**config.mk**
```make
export PLATFORM = sky130hd
export DESIGN_NAME = kmkz_dmem_arbiter
export DESIGN_NICKNAME = d
export VERILOG_FILES = /design/src/rtl/kmkz_dmem_arbiter_pkg.sv /design/src/rtl/kmkz_arb_timeout.sv /design/src/rtl/kmkz_dmem_arbiter.sv
export SDC_FILE = /design/constraint.sdc
export NUM_CORES = 1
export LEC_CHECK = 0
export ABC_AREA = 0
export CAP_MARGIN = 20
export CORE_MARGIN = 5
export CORE_UTILIZATION = 44
export DETAILED_ROUTE_END_ITERATION = 7
export PLACE_DENSITY = 0.95
export SYNTH_ARGS = -nofsm -noshare
export SYNTH_HDL_FRONTEND = slang
export SYNTH_HIERARCHICAL = 1
export SYNTH_SLANG_ARGS = --single-unit
```
**constraint.sdc**
```tcl
create_clock -name clk_i -period 8.9 [get_ports clk_i]
set_input_delay 1.335 -clock clk_i [delete_from_list [all_inputs] [get_ports clk_i]]
set_output_delay 1.335 -clock clk_i [all_outputs]
set_load 0.02 [all_outputs]
```
**src/rtl/kmkz_dmem_arbiter_pkg.sv**
```systemverilog
// Shared encodings for the data-memory arbiter: FSM states,
// error read value and the read-timeout counter width.
package kmkz_dmem_arbiter_pkg;

    typedef enum logic [2:0] {
        ARB_IDLE      = 3'd0,
        ARB_CORE_RD   = 3'd1,
        ARB_DBG_ISSUE = 3'd2,
        ARB_DBG_RD    = 3'd3,
        ARB_DBG_DONE  = 3'd4
    } arb_state_e;

    localparam logic [31:0] ARB_ERR_DATA = 32'hFFFF_FFFF;
    localparam int          ARB_TMO_W    = 10;

endpackage

```
**src/rtl/kmkz_arb_timeout.sv**
```systemverilog
// Read-wait timeout: clearable up-counter with terminal-count flag.
// Ports: clk_i, rst_i (async, active-low), clr, en -> tc.
module kmkz_arb_timeout
    import kmkz_dmem_arbiter_pkg::*;
#(
    parameter int LIMIT = 64
) (
    input  logic clk_i,
    input  logic rst_i,
    input  logic clr,
    input  logic en,
    output logic tc
);

    logic [ARB_TMO_W-1:0] cnt;

    assign tc = (cnt == ARB_TMO_W'(LIMIT - 1));

    always_ff @(posedge clk_i or negedge rst_i) begin
        if (!rst_i) begin
            cnt <= '0;
        end else if (clr) begin
            cnt <= '0;
        end else if (en && !tc) begin
            cnt <= cnt + ARB_TMO_W'(1);
        end
    end

endmodule

```
**src/rtl/kmkz_dmem_arbiter.sv**
```systemverilog
// Data-memory arbiter between the exec load/store port (c_*) and a
// debug master (dbg_*); drives the memory bus (m_*). Core passes through.
module kmkz_dmem_arbiter
    import kmkz_dmem_arbiter_pkg::*;
#(
    parameter int DBG_STARVE_MAX = 8,
    parameter int RD_TIMEOUT     = 64
) (
    input  logic        clk_i,
    input  logic        rst_i,
    input  logic [31:0] c_addr_i,
    input  logic [31:0] c_wdata_i,
    input  logic [3:0]  c_sel_i,
    input  logic        c_load_i,
    input  logic        c_store_i,
    output logic        c_ready_o,
    output logic [31:0] c_rdata_o,
    output logic        c_rvalid_o,
    input  logic        dbg_req_i,
    input  logic        dbg_we_i,
    input  logic [31:0] dbg_addr_i,
    input  logic [31:0] dbg_wdata_i,
    input  logic [3:0]  dbg_sel_i,
    output logic        dbg_ack_o,
    output logic [31:0] dbg_rdata_o,
    output logic        dbg_err_o,
    output logic [31:0] m_addr_o,
    output logic [31:0] m_wdata_o,
    output logic [3:0]  m_sel_o,
    output logic        m_load_o,
    output logic        m_store_o,
    input  logic        m_ready_i,
    input  logic [31:0] m_rdata_i,
    input  logic        m_rvalid_i
);

    localparam logic [7:0] STARVE_MAX = 8'(DBG_STARVE_MAX);

    arb_state_e  state, state_nxt;
    logic [7:0]  starve_cnt;
    logic        force_dbg, core_acc;
    logic        dbg_grant, starve_inc;
    logic        rd_tc, rd_abort;
    logic        dbg_we_q;
    logic [31:0] dbg_addr_q, dbg_wdata_q;
    logic [3:0]  dbg_sel_q;

    // Debug has lost too many slots: hold the core off for one slot.
    assign force_dbg = (starve_cnt == STARVE_MAX) && dbg_req_i;
    assign c_ready_o = (state == ARB_IDLE) && m_ready_i && !force_dbg;
    assign core_acc  = c_ready_o && (c_load_i || c_store_i);

    assign dbg_grant  = (state == ARB_IDLE) && (state_nxt == ARB_DBG_ISSUE);
    assign starve_inc = (state == ARB_IDLE) && core_acc && dbg_req_i
                        && (starve_cnt != STARVE_MAX);
    assign rd_abort   = (state == ARB_DBG_RD) && !m_rvalid_i && rd_tc;
    assign dbg_ack_o  = (state == ARB_DBG_DONE);

    kmkz_arb_timeout #(
        .LIMIT (RD_TIMEOUT)
    ) u_tmo (
        .clk_i (clk_i),
        .rst_i (rst_i),
        .clr   (state_nxt != state),
        .en    ((state == ARB_CORE_RD) || (state == ARB_DBG_RD)),
        .tc    (rd_tc)
    );

    always_comb begin
        state_nxt  = state;
        m_addr_o   = c_addr_i;
        m_wdata_o  = c_wdata_i;
        m_sel_o    = c_sel_i;
        m_load_o   = 1'b0;
        m_store_o  = 1'b0;
        c_rvalid_o = 1'b0;
        c_rdata_o  = m_rdata_i;
        unique case (state)
            ARB_IDLE: begin
                m_load_o  = c_load_i;
                m_store_o = c_store_i;
                if (core_acc && c_load_i) begin
                    state_nxt = ARB_CORE_RD;
                end else if (dbg_req_i && !core_acc) begin
                    state_nxt = ARB_DBG_ISSUE;
                end
            end
            ARB_CORE_RD: begin
                if (m_rvalid_i) begin
                    c_rvalid_o = 1'b1;
                    state_nxt  = ARB_IDLE;
                end else if (rd_tc) begin
                    c_rvalid_o = 1'b1;
                    c_rdata_o  = ARB_ERR_DATA;
                    state_nxt  = ARB_IDLE;
                end
            end
            ARB_DBG_ISSUE: begin
                m_addr_o  = dbg_addr_q;
                m_wdata_o = dbg_wdata_q;
                m_sel_o   = dbg_sel_q;
                m_load_o  = !dbg_we_q;
                m_store_o = dbg_we_q;
                if (m_ready_i) begin
                    state_nxt = dbg_we_q ? ARB_DBG_DONE : ARB_DBG_RD;
                end
            end
            ARB_DBG_RD: begin
                if (m_rvalid_i || rd_tc) begin
                    state_nxt = ARB_DBG_DONE;
                end
            end
            ARB_DBG_DONE: begin
                state_nxt = ARB_IDLE;
            end
            default: begin
                state_nxt = ARB_IDLE;
            end
        endcase
    end

    always_ff @(posedge clk_i or negedge rst_i) begin
        if (!rst_i) begin
            state       <= ARB_IDLE;
            starve_cnt  <= '0;
            dbg_we_q    <= 1'b0;
            dbg_addr_q  <= '0;
            dbg_wdata_q <= '0;
            dbg_sel_q   <= '0;
            dbg_rdata_o <= '0;
            dbg_err_o   <= 1'b0;
        end else begin
            state     <= state_nxt;
            // Set only for the single DBG_DONE cycle that follows.
            dbg_err_o <= rd_abort;
            if (dbg_grant) begin
                dbg_we_q    <= dbg_we_i;
                dbg_addr_q  <= dbg_addr_i;
                dbg_wdata_q <= dbg_wdata_i;
                dbg_sel_q   <= dbg_sel_i;
                starve_cnt  <= '0;
            end else if (starve_inc) begin
                starve_cnt <= starve_cnt + 8'd1;
            end
            if (state == ARB_DBG_RD) begin
                if (m_rvalid_i) begin
                    dbg_rdata_o <= m_rdata_i;
                end else if (rd_tc) begin
                    dbg_rdata_o <= ARB_ERR_DATA;
                end
            end
        end
    end

endmodule

```
==> run metrics <==
status=finished clean; slew margin rel.=25.6%; CTS tree=done; most frequent CP cell=clkdlybuf4s50_1; most common cell after layout, fill and taps aside=clkdlybuf4s50_1; area of the core=13800 µm²; DIE AREA=16400 µm²; R2R cell count=11; Final Cycle Share=51.9%; post_cts resized=0; setup violators final=0; hold crit path type=reg2reg; Crit path largest cell delay=610 ps; R2R Setup Slk=5300 ps; Setup WS post-layout=4280 ps; Pwr Total=3190 µW; Final Max Tran Viols=0; Post-Syn Nets=659; WL/cell=21.0 µm; Synth Register Bits=123; leak pwr=0.00404 µW; layout cells sized above 1=23.8%; synth unique cells=58; CP Class=in2out; worst r2r dst=u_tmo/cnt[0]; CP Data Required Time=7570 ps; Worst-Margin Slew=1110 ps; hold depth=1; GRT met3 Usage=10.1%; critical path endpoint category=output pin; busiest grt layer=met2; final antenna-violating net count=0; Root Buffer=clkbuf_16; worst ir drop on vdd=0.000203 V; Layout Cells excl Fill=980; antenna violations before repair=0; met2 usage=44.3%; DP HPWL=15600 µm; dpl cells=946; PD cells=319 nW/µm²; register area share after synthesis=50.0%; Worst Skew=13.0 ps; CP Cell Sequence=clkdlybuf4s50_1, inv_1, nand4_1, buf_8, nand2b_1, clkdlybuf4s50_1; Hold-fix buffers, CTS=0; fmax=217 MHz; nets@finish=965; RSZ-0062 raised after global routing=no; most frequent cells in the layout=312 x clkdlybuf4s50_1, 137 x mux2_2, 123 x dfrtp_1, 33 x nand2b_1, 32 x o22a_1; syn avg cell area=12.8 µm²; Ports=314; crit path DAT=3280 ps; P&R area growth vs syn=62.4%; starting DRC count in detailed routing=299; vias after detailed routing=5097; routability cong.=0.906; CTS Buf Count=17; grt met1 use=25.1%; reg2reg start=u_tmo/cnt[0]; Critical Path Start Type=input port; max-cap check violation count=0; detailed-route wire length=20600 µm; DRC viols=0; largest net degree at the start of global routing=80; clock latency on the worst-skew pair=420 ps; H-tree depth=4; mapped cell area=6150 µm²; first-pass GRT wire length=31000 µm; Die Y=128 µm; Std-Cell Rows=43; crit-path max FO=23; yosys warns=6; vias in the first global route=5828; Die Wd=128 µm; pre-CTS WS=3640 ps; hold path endpoint=dbg_rdata_o[29]; Bufs on Longest Clock Path=2; Reg clk slew, reported paths=60 ps; worst min-delay path startpoint=dbg_rdata_o[29]; Syn Inst Count=480; setup TNS=0 ps; Pre-antenna DRT Iters=4; starting density of the core=44.7%; # Post-CTS Setup Buffers=0; IO Port Bufs=313; Clock Sinks=123; Crit-path slowest cell=clkdlybuf4s50_1; fillers=914; GRT Util Overall=24.6%; worst hold margin=506 ps; Fin. Hold Viols=0; Remaining Overflow, GRT=0; Via density=5.20; Final min period=4620 ps
-- layer usage --
layer  vias up  wire length [µm]
met1      2501              7180
li1       2366                 -
met3        46              1430
met5         -                 0
met2       184             11300
met4         0               655
-- flip-flops by register name, summed over array words and instances, names as in the netlist --
signal       cells
dbg_err_o        1
dbg_sel_q        4
dbg_addr_q      32
dbg_rdata_o     32
starve_cnt       8
dbg_wdata_q     32
dbg_we_q         1
state            3
u_tmo/cnt       10
-- report_power, final --
| group | switching [µW] | internal, µW | total (µW) | leakage, µW |
|---|---|---|---|---|
| Clock | 240 | 438 | 678 | 0.000294 |
| Combinational | 703 | 826 | 1530 | 0.00227 |
| Sequential | 171 | 808 | 979 | 0.00147 |
| Total | 1110 | 2070 | 3190 | 0.00404 |
-- critical path: cells and delay by family --
| kind | cells | cell delay (ps) |
|---|---|---|
| buffers and inverters | 4 | 1470 |
| and+or+nand+nor | 2 | 480 |
-- logic make-up (layout without fill, tap and decap cells) --
logic type / Yosys count / count (layout) / share of synthesized area [%]
AO/OA/AOI/OAI: 62 / 62 / 8.22
other: 0 / 1 / 0
XOR/XNOR: 6 / 6 / 0.854
buffers and inverters: 40 / 359 / 3.27
AND/OR/NAND/NOR: 104 / 104 / 11.1
multiplexers: 142 / 142 / 26.0
adder cells (fa/ha/maj): 3 / 3 / 0.610
flip-flops: 123 / 123 / 50.0
-- cells in the mapped netlist, drive strengths merged --
cell,instances,share of area (%)
a211o,1,0.14
a211oi,4,0.85
a21bo,1,0.16
a21o,1,0.12
a21oi,11,0.96
a22oi,1,0.12
a2bb2oi,1,0.14
a311oi,2,0.28
a31o,1,0.14
a31oi,1,0.10
and2,2,0.20
and3,2,0.20
and3b,1,0.14
and4,5,0.75
buf,20,2.1
clkbuf,11,0.67
dfrtp,123,50
ha,3,0.61
inv,9,0.55
mux2,140,26
mux2i,2,0.33
nand2,6,0.37
nand2b,33,3.4
nand3,6,0.57
nand3b,2,0.24
nand4,6,0.61
nor2,12,0.85
nor2b,6,0.61
nor3,9,0.81
nor3b,2,0.33
nor4,4,0.65
nor4b,1,0.39
nor4bb,1,0.16
o21a,1,0.12
o21ai,3,0.24
o21bai,1,0.12
o22a,32,4.6
o2bb2ai,1,0.14
or2b,1,0.12
or3,2,0.20
or3b,1,0.14
or4,1,0.12
or4b,1,0.22
xnor2,6,0.85
-- through the flow --
| step | utilization (%) | cell area [µm²] |
|---|---|---|
| floorplan | - | 6150 |
| global placement | 68.2 | 9390 |
| detailed placement | 68.2 | 9390 |
| CTS | 72.4 | 9970 |
| global route | 72.5 | 9990 |
| finish | 72.5 | 9990 |
-- worst max path at each step --
stage	startpoint	endpoint	slack [ps]	cells past startpoint
after detailed placement	m_rvalid_i	c_rdata_o[10]	3640	5
final	m_rvalid_i	c_rdata_o[24]	4280	6
after floorplan	m_ready_i	c_ready_o	5300	3
after global routing	m_rvalid_i	c_rdata_o[3]	4190	6
after global placement	m_rvalid_i	c_rdata_o[0]	3920	5
after CTS	m_rvalid_i	c_rdata_o[24]	3600	5
-- area by class of cell --
cell class / instances / area, µm² / share of cell area (%)
inverter: 9 / 33.8 / 0.338
clock inverter: 8 / 90.1 / 0.902
clock buffer: 24 / 492 / 4.92
sequential: 123 / 3080 / 30.8
tap: 180 / 225 / 2.25
timing repair buffer: 318 / 3180 / 31.8
multi-input combinational: 317 / 2890 / 28.9
antenna: 1 / 2.50 / 0.0251
No activity file was read; power rests on OpenSTA's default activity.
